## config.mk

```make
export PLATFORM = sky130hd
export DESIGN_NAME = washer_plant
export DESIGN_NICKNAME = d
export VERILOG_FILES = /design/src/rtl/washer_pkg.sv /design/src/rtl/plant_tick.sv /design/src/rtl/washer_plant.sv
export SDC_FILE = /design/constraint.sdc
export NUM_CORES = 1
export LEC_CHECK = 0
export ABC_AREA = 1
export CORE_MARGIN = 1.5
export CORE_UTILIZATION = 50
export DETAILED_ROUTE_END_ITERATION = 7
export PLACE_DENSITY_LB_ADDON = 0.15
export SYNTH_ARGS = -nofsm -noshare
export SYNTH_HDL_FRONTEND = slang
export SYNTH_SLANG_ARGS = --single-unit
```

## constraint.sdc

```tcl
create_clock -name clk -period 2.9 [get_ports clk]
set_input_delay 0.29 -clock clk [delete_from_list [all_inputs] [get_ports clk]]
set_output_delay 0.29 -clock clk [all_outputs]
set_load 0.1 [all_outputs]
```

## src/rtl/washer_pkg.sv

```systemverilog
// Shared encodings for the washer plant model: mode values and err bit positions.
package washer_pkg;

  typedef enum logic [2:0] {
    MODE_IDLE  = 3'd0,
    MODE_FILL  = 3'd1,
    MODE_WASH  = 3'd2,
    MODE_DRAIN = 3'd3,
    MODE_SPIN  = 3'd4,
    MODE_FAULT = 3'd5
  } mode_e;

  // err vector layout: {door_fill, conflict, wet_spin, dry_run, overfill}
  localparam int ERR_OVERFILL  = 0;
  localparam int ERR_DRY_RUN   = 1;
  localparam int ERR_WET_SPIN  = 2;
  localparam int ERR_CONFLICT  = 3;
  localparam int ERR_DOOR_FILL = 4;
  localparam int ERR_W         = 5;

endpackage

```

## src/rtl/plant_tick.sv

```systemverilog
// Free-running prescaler: one-cycle tick every TICK_DIV clocks.
// The tick is decoded from the counter, so the first plant update lands on
// the TICK_DIV-th edge after reset release.
module plant_tick #(
  parameter int TICK_DIV = 4
) (
  input  logic clk,
  input  logic rstn,
  output logic tick
);

  localparam int CW = (TICK_DIV > 2) ? $clog2(TICK_DIV) : 1;
  localparam logic [CW-1:0] CNT_LAST = CW'(TICK_DIV - 1);

  logic [CW-1:0] cnt;

  assign tick = (cnt == CNT_LAST);

  // wrap counter, restarts from zero on reset
  always_ff @(posedge clk or negedge rstn) begin
    if (!rstn)     cnt <= '0;
    else if (tick) cnt <= '0;
    else           cnt <= cnt + 1'b1;
  end

endmodule

```

## src/rtl/washer_plant.sv

```systemverilog
// Behavioural washing-machine plant: drum level, laundry moisture, door
// interlock, sticky fault flags and a registered mode indicator.
module washer_plant
  import washer_pkg::*;
#(
  parameter int LEVEL_MAX = 8,
  parameter int WET_MAX   = 6,
  parameter int TICK_DIV  = 4
) (
  input  logic                           clk,
  input  logic                           rstn,
  input  logic                           water_fill,
  input  logic                           motor_wash,
  input  logic                           motor_spin,
  input  logic                           drain,
  input  logic                           door_btn,
  input  logic                           err_clr,
  output logic                           water_full,
  output logic                           drained,
  output logic                           dry_sensor,
  output logic                           door_open,
  output logic [$clog2(LEVEL_MAX+1)-1:0] level,
  output logic [2:0]                     mode,
  output logic [4:0]                     err
);

  localparam int LW = $clog2(LEVEL_MAX + 1);
  localparam int MW = $clog2(WET_MAX + 1);
  localparam logic [LW-1:0] LVL_FULL = LW'(LEVEL_MAX);
  localparam logic [MW-1:0] WET_FULL = MW'(WET_MAX);

  logic          tick;
  logic [MW-1:0] moisture;
  logic [ERR_W-1:0] err_cond;
  mode_e         mode_q, mode_d;

  plant_tick #(.TICK_DIV(TICK_DIV)) u_tick (
    .clk  (clk),
    .rstn (rstn),
    .tick (tick)
  );

  // status decoded straight from the registers, no extra latency
  assign water_full = (level == LVL_FULL);
  assign drained    = (level == '0);
  assign dry_sensor = (moisture == '0);
  assign mode       = mode_q;

  // drum level: fill or drain one unit per tick, opposing commands cancel
  always_ff @(posedge clk or negedge rstn) begin
    if (!rstn) begin
      level <= '0;
    end else if (tick) begin
      if (water_fill && !drain && !door_open && level != LVL_FULL)
        level <= level + 1'b1;
      else if (drain && !water_fill && level != '0)
        level <= level - 1'b1;
    end
  end

  // moisture: soaked whenever water is present, spun down only when empty
  always_ff @(posedge clk or negedge rstn) begin
    if (!rstn) begin
      moisture <= '0;
    end else if (tick) begin
      if (level != '0)
        moisture <= WET_FULL;
      else if (motor_spin && moisture != '0)
        moisture <= moisture - 1'b1;
    end
  end

  // door: closing is always allowed, opening only on an empty idle drum
  always_ff @(posedge clk or negedge rstn) begin
    if (!rstn) begin
      door_open <= 1'b0;
    end else if (door_btn) begin
      if (door_open)
        door_open <= 1'b0;
      else if (level == '0 && !water_fill && !motor_wash && !motor_spin && !drain)
        door_open <= 1'b1;
    end
  end

  // fault conditions sampled every clock, independent of the tick
  always_comb begin
    err_cond                = '0;
    err_cond[ERR_OVERFILL]  = water_fill && (level == LVL_FULL);
    err_cond[ERR_DRY_RUN]   = motor_wash && (level == '0);
    err_cond[ERR_WET_SPIN]  = motor_spin && (level != '0);
    err_cond[ERR_CONFLICT]  = water_fill && drain;
    err_cond[ERR_DOOR_FILL] = water_fill && door_open;
  end

  // sticky flags; a live condition overrides a simultaneous clear
  always_ff @(posedge clk or negedge rstn) begin
    if (!rstn)        err <= '0;
    else if (err_clr) err <= err_cond;
    else              err <= err | err_cond;
  end

  // mode state register
  always_ff @(posedge clk or negedge rstn) begin
    if (!rstn) mode_q <= MODE_IDLE;
    else       mode_q <= mode_d;
  end

  // mode next-state: fault dominates, then command priority
  always_comb begin
    mode_d = MODE_IDLE;
    if (err != '0)       mode_d = MODE_FAULT;
    else if (water_fill) mode_d = MODE_FILL;
    else if (drain)      mode_d = MODE_DRAIN;
    else if (motor_spin) mode_d = MODE_SPIN;
    else if (motor_wash) mode_d = MODE_WASH;
  end

endmodule

```

==> impl_metrics.ini, run 1 <==
[outcome]
status = finished, final reports clean

[cts]
holdBufCountCts = 0
cts.sinks = 18
clk_latency_ns = 0.29
h-tree-depth = 1
cts_resized = 0
clockRootBuffer = clkbuf_4
numCtsBuffers = 3
clk_pin_slew_ns = 0.10
postCtsSetupBuffers = 0
clock_path_buffers = 2
cts_tree = done

[timing]
worst_pin_slew_ns = 0.778
max_slew_margin_pct = 48.0
grt_setup_unrepaired = no
setup_viol = 0
final_max_slew_viol_count = 0
fmax_ghz = 0.530
fin_crit_ns = 1.89
hold_viol = 0
fin_crit_sh_pct = 65.0
fin_ws_ns = 1.01
setup_tns_ns = 0
fin_worst_skew_ns = 0.000812
whs_ns = 0.439

[global_route]
grt_pass1_wl_um = 2730
antenna_found_initial = 0
grt_overflow = 0
grt_pass1_vias = 657
grt_usage_pct = 18.6
grt_max_degree = 19

[route]
drc = 0
avgViaCountPerCell = 4.76
dr.pass1.iters = 4
vias = 723
routed_wl_um = 1660
wl_per_cell_um = 10.9
dr.first_iter.drc_count = 12
antenna_left = 0

[cells_and_area]
num_antenna_cells = 0
layout_common_cells = inv_1, dfrtp_1, nand2_1, buf_4, nor2_1
design_area_mm2 = 0.00116
syn_to_final_growth_pct = 28.7
fin_util_pct = 67.8
finalNonFillerCells = 152
drive_gt1_share_pct = 22.8
layout.nets = 142

[floorplanning]
placementRows = 15
ioPinCount = 24
dieHeight_um = 45.4
initial_core_util_pct = 52.7
die_w_um = 45.4
core_area_mm2 = 0.00171
die_area_mm2 = 0.00206

[place]
dp_hpwl_um = 1280
post-place-ws_ns = 0.726
place_area_mm2 = 0.00112
place.gp.congestion = 0.831
dp_cells = 148
numPortBuffers = 23

[synth]
synth_area_leaders = dfrtp_1, inv_1, ha_1
syn_nets = 114
avgSynthCellArea_um2 = 9.00
yosysUniqueCellTypes = 20
yosysTopAreaCell = dfrtp_1
syn_area_um2 = 900
ys_seq_area_share_pct = 50.1
syn_inst = 100
yosysTopAreaCellShare_pct = 50.1
synth-warning-count = 0
synth_seq_cells = 18

[critical_path]
setup.worst_path.end_class = register
worstPathRequired_ns = 3.09
start_kind = input port
crit_fanout = 5
cp.arrival_ns = 2.08
critical_path_class = input port to register

[worst_hold_path]
hold_class = input port to asynchronous set/reset pin

[power]
p_per_area_mw_per_mm2 = 1160
power_mw = 1.34
peakVddDrop_uv = 1130
p_leak_nw = 0.607

[flow_run]
drv_cap = 0
-- critical path: stages --
cell and delay [ns]:
clkdlybuf4s50_1 0.55, nand2_1 0.09, nor2_2 0.11, nand2_2 0.11, ha_1 0.35, nand2_1 0.11, nand2_1 0.06, nor2_1 0.11
nand3_1 0.07, nand2_1 0.10, nor2_2 0.04, nand2_1 0.05, nand2_1 0.04
-- flip-flops by register name, indices dropped and copies added, names as in the netlist --
name	flops
u_tick.cnt	2
mode	3
err	5
moisture	3
door_open	1
level	4
-- synth_stat cells --
library cell  count
nand2_2           4
nand3_1           4
nand2_4           1
o21ai_2           1
dfrtp_1          18
o21ai_0           2
nor2_1           11
inv_1            18
ha_1              5
nor3_1            1
xor2_1            1
o22ai_1           5
a21oi_1           3
nand2_1          16
nor2_2            3
o21bai_1          1
fa_1              1
xnor2_1           1
a22oi_1           2
nand4_1           2
-- cells by family after synthesis --
kind of cell / Yosys count / synth area share [%]
adder cells (fa/ha/maj): 6 / 9.18
XOR/XNOR: 2 / 1.95
buffers and inverters: 18 / 7.51
AND/OR/NAND/NOR: 42 / 21.6
AO/OA/AOI/OAI: 14 / 9.74
flip-flops: 18 / 50.1
-- final cells by class --
cell class,count,area [µm²]
Fill cell,140,551
Inverter,18,67.6
Clock buffer,4,36.3
Sequential cell,18,450
Multi-Input combinational cell,64,382
Tap cell,25,31.3
Timing Repair Buffer,23,190
-- worst paths after layout --
path                       slack [ns]                    start  cells past startpoint                      end
setup / recovery                 1.01               water_fill                     13     level[3]$_DFFE_PN0P_
hold / removal                   0.44                     rstn                      1         err[0]$_DFF_PN0_
setup reg to reg                 1.07     level[0]$_DFFE_PN0P_                     12     level[3]$_DFFE_PN0P_
hold reg to reg                  0.44  u_tick.cnt[0]$_DFF_PN0_                      1  u_tick.cnt[0]$_DFF_PN0_
max in group asynchronous        1.97                     rstn                      1     level[2]$_DFFE_PN0P_
min in group clk                 0.44  u_tick.cnt[0]$_DFF_PN0_                      1  u_tick.cnt[0]$_DFF_PN0_
-- metal layers --
metal	up-vias	track usage [%]	share of wire, %
li1	372	-	-
met1	319	23.5	46
met2	28	30.1	47
met3	4	2.78	4.9
met4	0	10.6	1.7
met5	-	0	0
-- where the power goes --
part	leakage (nW)	internal [mW]	switching [mW]	total, mW
Combinational	0.371	0.190	0.632	0.822
Clock	0.0210	0.0765	0.0760	0.153
Sequential	0.214	0.309	0.0556	0.365
Total	0.607	0.576	0.763	1.34
No activity file was read; power rests on OpenSTA's default activity.
==> run 2, diff against run 1 <==
Settings changed: CORE_ASPECT_RATIO set to 1.4, CORE_UTILIZATION 50 to 46.
Clock period 2.9 ns to 1.8 ns, I/O delays scaled along.
==> run 2 against run 1 <==
  * The flow now finishes with violations (negative setup slack)
  * Die area is 8.3% higher
  * Core utilization is 7.4 points higher
  * Via count is 11% higher
  * Flip-flop and latch count stayed put
  * Largest power group unchanged
==> impl_metrics.ini, run 2 (synthesis gave the netlist of run 1 again) <==
[floorplanning]
placementRows = 18
ioPinCount = 24
initial_core_util_pct = 49.9
core_area_mm2 = 0.00180
die_area_mm2 = 0.00223
die_w_um = 40.4
dieHeight_um = 55.3

[timing]
hold_viol = 0
fmax_ghz = 0.534
fin_worst_skew_ns = 0.0105
fin_crit_ns = 1.87
worst_pin_slew_ns = 0.281
final_max_slew_viol_count = 0
setup_viol = 1
fin_crit_sh_pct = 104
max_slew_margin_pct = 81.4
fin_ws_ns = -0.0730

[power]
p_leak_nw = 0.661
comb_power_share_pct = 67.3
switchingPower_mw = 1.37
clkPwrFrac_pct = 8.8
p_int_mw = 1.15
pwr-share-seq_pct = 23.9
peakVddDrop_uv = 1370
sw_frac_of_total_pct = 54.4
p_per_area_mw_per_mm2 = 1860

[route]
antenna_left = 0
vias = 805
routed_wl_um = 2170
drc = 0
dr.first_iter.drc_count = 17
wl_per_cell_um = 13.8
dr.pass1.iters = 4
avgViaCountPerCell = 5.13

[place]
dp_hpwl_um = 1510
post-place-ws_ns = -0.162
place.gp.congestion = 0.840
place_area_mm2 = 0.00126
dp_cells = 151
numPortBuffers = 23

[worst_hold_path]
hold_class = input port to asynchronous set/reset pin

[cells_and_area]
num_antenna_cells = 0
largest_register_ffs = 5
fill_cells = 131
drive_gt1_share_pct = 37.2
multi_input_area_um2 = 437
finalNonFillerCells = 157
layout.nets = 152
syn_to_final_growth_pct = 50.5
seq_area_um2 = 467
layout_common_cells = buf_4, inv_1, nand2_1
regMostFlops = err
design_area_mm2 = 0.00135
final_common_cell = buf_4
reg_top3 = err (5), level (4)

[global_route]
grt_pass1_vias = 739
grt_max_degree = 19
grt_pass1_wl_um = 3150
antenna_found_initial = 0
grt_usage_pct = 20.2
grt_overflow = 0

[cts]
clock_path_buffers = 2
cts.sinks = 18
numCtsBuffers = 3
clk_pin_slew_ns = 0.11
h-tree-depth = 1
clockRootBuffer = clkbuf_4
clk_latency_ns = 0.30
cts_tree = done
holdBufCountCts = 0

[outcome]
violations = negative setup slack
status = finished, violations left

[critical_path]
path_cells = inv_2 > nor2_4 > nand2_4 > nand2_4 > ha_4 > nand2_1 > nor2_1 > nor2_1 > nand3_1 > nand2_2 > o21bai_1 > nand2_1
cp_top_family = simple AND/OR/NAND/NOR gates
start_kind = register
cp.arrival_ns = 2.06
r2r_setup_slack_ns = -0.07
reg2reg_to = level[3]$_DFFE_PN0P_
setup.worst_path.end_class = register
rr_startpoint = level[3]$_DFFE_PN0P_
path_buf_inv = 1
worst_path_largest_cell_delay_ns = 0.50
worstPathRequired_ns = 1.99
cp_slowest_cell = dfrtp_4
crit_fanout = 4
reg2regPathDepth = 12
critical_path_class = register to register

[flow_run]
drv_cap = 0
[run 2: cell count changes in the layout (fill, tap and decap cells not counted), moves of 2 or more]
cell     change
dfrtp_1      -5
ha_1         -3
nand2_4      +2
buf_12       +5
inv_1        -2
nand2_1      -2
nor2_4       +2
ha_4         +2
buf_4        +5
dfrtp_4      +4
[run 2: area by class of cell]
class / count / area share [%]
Inverter: 18 / 5.27
Multi-Input combinational cell: 64 / 32.3
Clock buffer: 4 / 1.94
Timing Repair Buffer: 33 / 24.2
Sequential cell: 18 / 34.5
Tap cell: 20 / 1.85
[run 2: worst max path at each step]
| stage | startpoint | slack (ns) | cells past startpoint | end |
|---|---|---|---|---|
| finish | level[3]$_DFFE_PN0P_ | -0.07 | 12 | level[3]$_DFFE_PN0P_ |
| global route | level[3]$_DFFE_PN0P_ | -0.12 | 12 | level[3]$_DFFE_PN0P_ |
| CTS | level[3]$_DFFE_PN0P_ | 0.004 | 13 | level[3]$_DFFE_PN0P_ |
| detailed placement | drain | -0.16 | 14 | level[3]$_DFFE_PN0P_ |
| global placement | water_fill | -0.12 | 13 | level[3]$_DFFE_PN0P_ |
| floorplan | level[3]$_DFFE_PN0P_ | -0.1 | 13 | level[3]$_DFFE_PN0P_ |
[run 2: power by group through the flow]
stage                     clock network [mW]  registers (mW)  logic [mW]
after CTS                              0.225           0.597        1.56
after global placement                     0           0.592        1.53
after global routing                   0.246           0.612        1.78
after floorplan                            0            1.19       0.489
final                                  0.221           0.601        1.69
after detailed placement                   0           0.597        1.55
[run 2: per-stage QoR]
stage | TNS (ns) | utilization [%] | power, mW | hold WS, ns
after detailed placement | -0.264 | 69.9 | 2.15 | 0.428
after global placement | -0.143 | 69.9 | 2.12 | 0.413
after CTS | 0 | 71.7 | 2.38 | 0.192
after global routing | -0.125 | 75.1 | 2.64 | 0.219
final | -0.0730 | 75.1 | 2.52 | 0.186
after floorplan | -0.0999 | - | 1.68 | -0.116
[run 2: metal layers]
layer / share of wire, % / track usage, % / vias to the layer above / wire, µm
met1: 37 / 23.9 / 380 / 804
met4: 2.3 / 8.57 / 0 / 50
met3: 5.0 / 4.42 / 4 / 109
met5: 0 / 0 / - / 0
met2: 56 / 32.9 / 27 / 1200
li1: - / - / 394 / -
[run 2: what timing repair did]
action	CTS	global route
buffers inserted	0	2
pin swaps	0	5
endpoints found under the hold margin	0	0
resized for setup	1	9
setup endpoints to repair	1	1
cloned	0	0
==> run 3, diff against run 2 <==
Settings changed: CORE_UTILIZATION 46 to 30, SETUP_SLACK_MARGIN set to 0.1.
==> run 3 against run 2 <==
  * The run now ends clean
  * Combinational power is essentially flat
  * Non-clock buffer count grew 5
  * Core utilization shrank 24 points
  * Flip-flop and latch count is the same
  * Hold slack gained 0.074 ns
  * Die area grew 50%
  * Worst setup slack gained 0.16 ns
  * Critical path depth is the same
  * Via count shrank 0.87%
  * Clock power grew 49%
  * First-iteration DRC count is the same
  * Clock-buffer cell count is the same
  * Critical path type unchanged
==> impl_metrics.ini, run 3 (synthesis gave the netlist of run 1 again) <==
[outcome]
status = finished, final reports clean

[power]
peakVddDrop_uv = 1020
power_mw = 2.62
clkPwrFrac_pct = 12.6
comb_power_share_pct = 64.5
p_int_mw = 1.28
switchingPower_mw = 1.34
p_leak_nw = 0.696
sw_frac_of_total_pct = 51.3
p_per_area_mw_per_mm2 = 1800
pwr-share-seq_pct = 23.0

[route]
wl_per_cell_um = 11.7
vias = 798
drc = 0
antenna_left = 0
avgViaCountPerCell = 4.46
dr.pass1.iters = 2
routed_wl_um = 2100
dr.first_iter.drc_count = 17

[critical_path]
r2r_setup_slack_ns = 0.08
setup.worst_path.end_class = register
rr_startpoint = level[0]$_DFFE_PN0P_
start_kind = register
reg2regPathDepth = 12
crit_fanout = 4
cp.arrival_ns = 1.86
critical_path_class = register to register
reg2reg_to = level[3]$_DFFE_PN0P_
worstPathRequired_ns = 1.94

[cts]
clock_path_buffers = 2
clk_pin_slew_ns = 0.07
cts.sinks = 18
h-tree-depth = 1
holdBufCountCts = 0
clockRootBuffer = clkbuf_8
numCtsBuffers = 3
cts_tree = done
clk_latency_ns = 0.25

[timing]
fin_crit_ns = 1.72
final_max_slew_viol_count = 0
hold_viol = 0
fin_worst_skew_ns = 0.00168
max_slew_margin_pct = 81.5
worst_pin_slew_ns = 0.280
fin_crit_sh_pct = 95.4
fmax_ghz = 0.582
whs_ns = 0.260
fin_ws_ns = 0.0825
grt_setup_unrepaired = yes
setup_viol = 0

[global_route]
antenna_found_initial = 0
grt_overflow = 0
grt_pass1_vias = 798
grt_max_degree = 19
grt_usage_pct = 13.6
grt_pass1_wl_um = 3480

[cells_and_area]
largest_register_ffs = 5
drive_gt1_share_pct = 40.8
reg_top3 = err (5), level (4)
syn_to_final_growth_pct = 61.5
fill_cells = 270
layout_common_cells = buf_4, inv_1, nand2_1
regMostFlops = err
final_common_cell = buf_4
design_area_mm2 = 0.00145
layout.nets = 157
num_antenna_cells = 0

[floorplanning]
die_w_um = 49.3
ioPinCount = 24
core_area_mm2 = 0.00285
dieHeight_um = 67.8
die_area_mm2 = 0.00334
placementRows = 23
initial_core_util_pct = 31.6

[place]
numPortBuffers = 23
post-place-ws_ns = -0.174
dp_hpwl_um = 1580
place_area_mm2 = 0.00132
place.gp.congestion = 0.761

[flow_run]
drv_cap = 0

[worst_hold_path]
hold_class = input port to asynchronous set/reset pin
run 3: through the flow:
stage	utilization (%)	TNS, ns	cells
finish	51.0	0	179
floorplan	-	-0.0997	100
global placement	46.4	-0.191	171
detailed placement	46.4	-0.309	171
global route	51.0	-0.0388	179
CTS	48.8	0	175
run 3: layout make-up:
class	count	area, µm²	area share (%)
inverters	18	73.8	5.08
clock buffers	4	55.1	3.79
repair buffers	38	368	25.3
flip-flops and latches	18	467	32.1
multi-input cells	64	443	30.5
well taps	37	46.3	3.19
run 3: worst max-delay path by stage:
stage	start	end	slack, ns	cells past startpoint
after floorplan	level[3]$_DFFE_PN0P_	level[3]$_DFFE_PN0P_	-0.1	13
after global placement	drain	level[3]$_DFFE_PN0P_	-0.12	14
after detailed placement	drain	level[3]$_DFFE_PN0P_	-0.17	14
after CTS	level[2]$_DFFE_PN0P_	level[3]$_DFFE_PN0P_	0.1	12
after global routing	level[3]$_DFFE_PN0P_	level[3]$_DFFE_PN0P_	-0.04	12
final	level[0]$_DFFE_PN0P_	level[3]$_DFFE_PN0P_	0.08	12
run 3: metal layers:
metal	wire length [µm]	GRT usage [%]	vias up	share of wire, %
met4	18	5.36	0	0.86
met5	0	0	-	0
met1	923	16.8	381	44
met3	54	2.21	2	2.6
li1	-	-	403	-
met2	1100	23.6	12	53
run 3: what timing repair did:
item | 4_1_cts | 5_1_grt
gates resized for setup | 2 | 9
buffers inserted | 0 | 4
setup endpoints to repair | 2 | 3
pin swaps | 0 | 3
run 3: power groups by stage:
stage	clock (mW)	combinational [mW]	sequential, mW
floorplan	0	0.505	1.20
global placement	0	1.57	0.603
detailed placement	0	1.58	0.608
CTS	0.340	1.60	0.605
global route	0.354	1.81	0.612
finish	0.330	1.69	0.601
run 3: critical path: stages (launching register included):
cell	delay, ns
dfrtp_4	0.49
nor2_4	0.15
nand2_2	0.10
nand2_4	0.10
ha_4	0.22
nand2_1	0.08
nand2_1	0.05
nor2_1	0.11
nand3_1	0.10
nand2_2	0.09
nor2_2	0.03
nand2_1	0.05
nand2_1	0.05
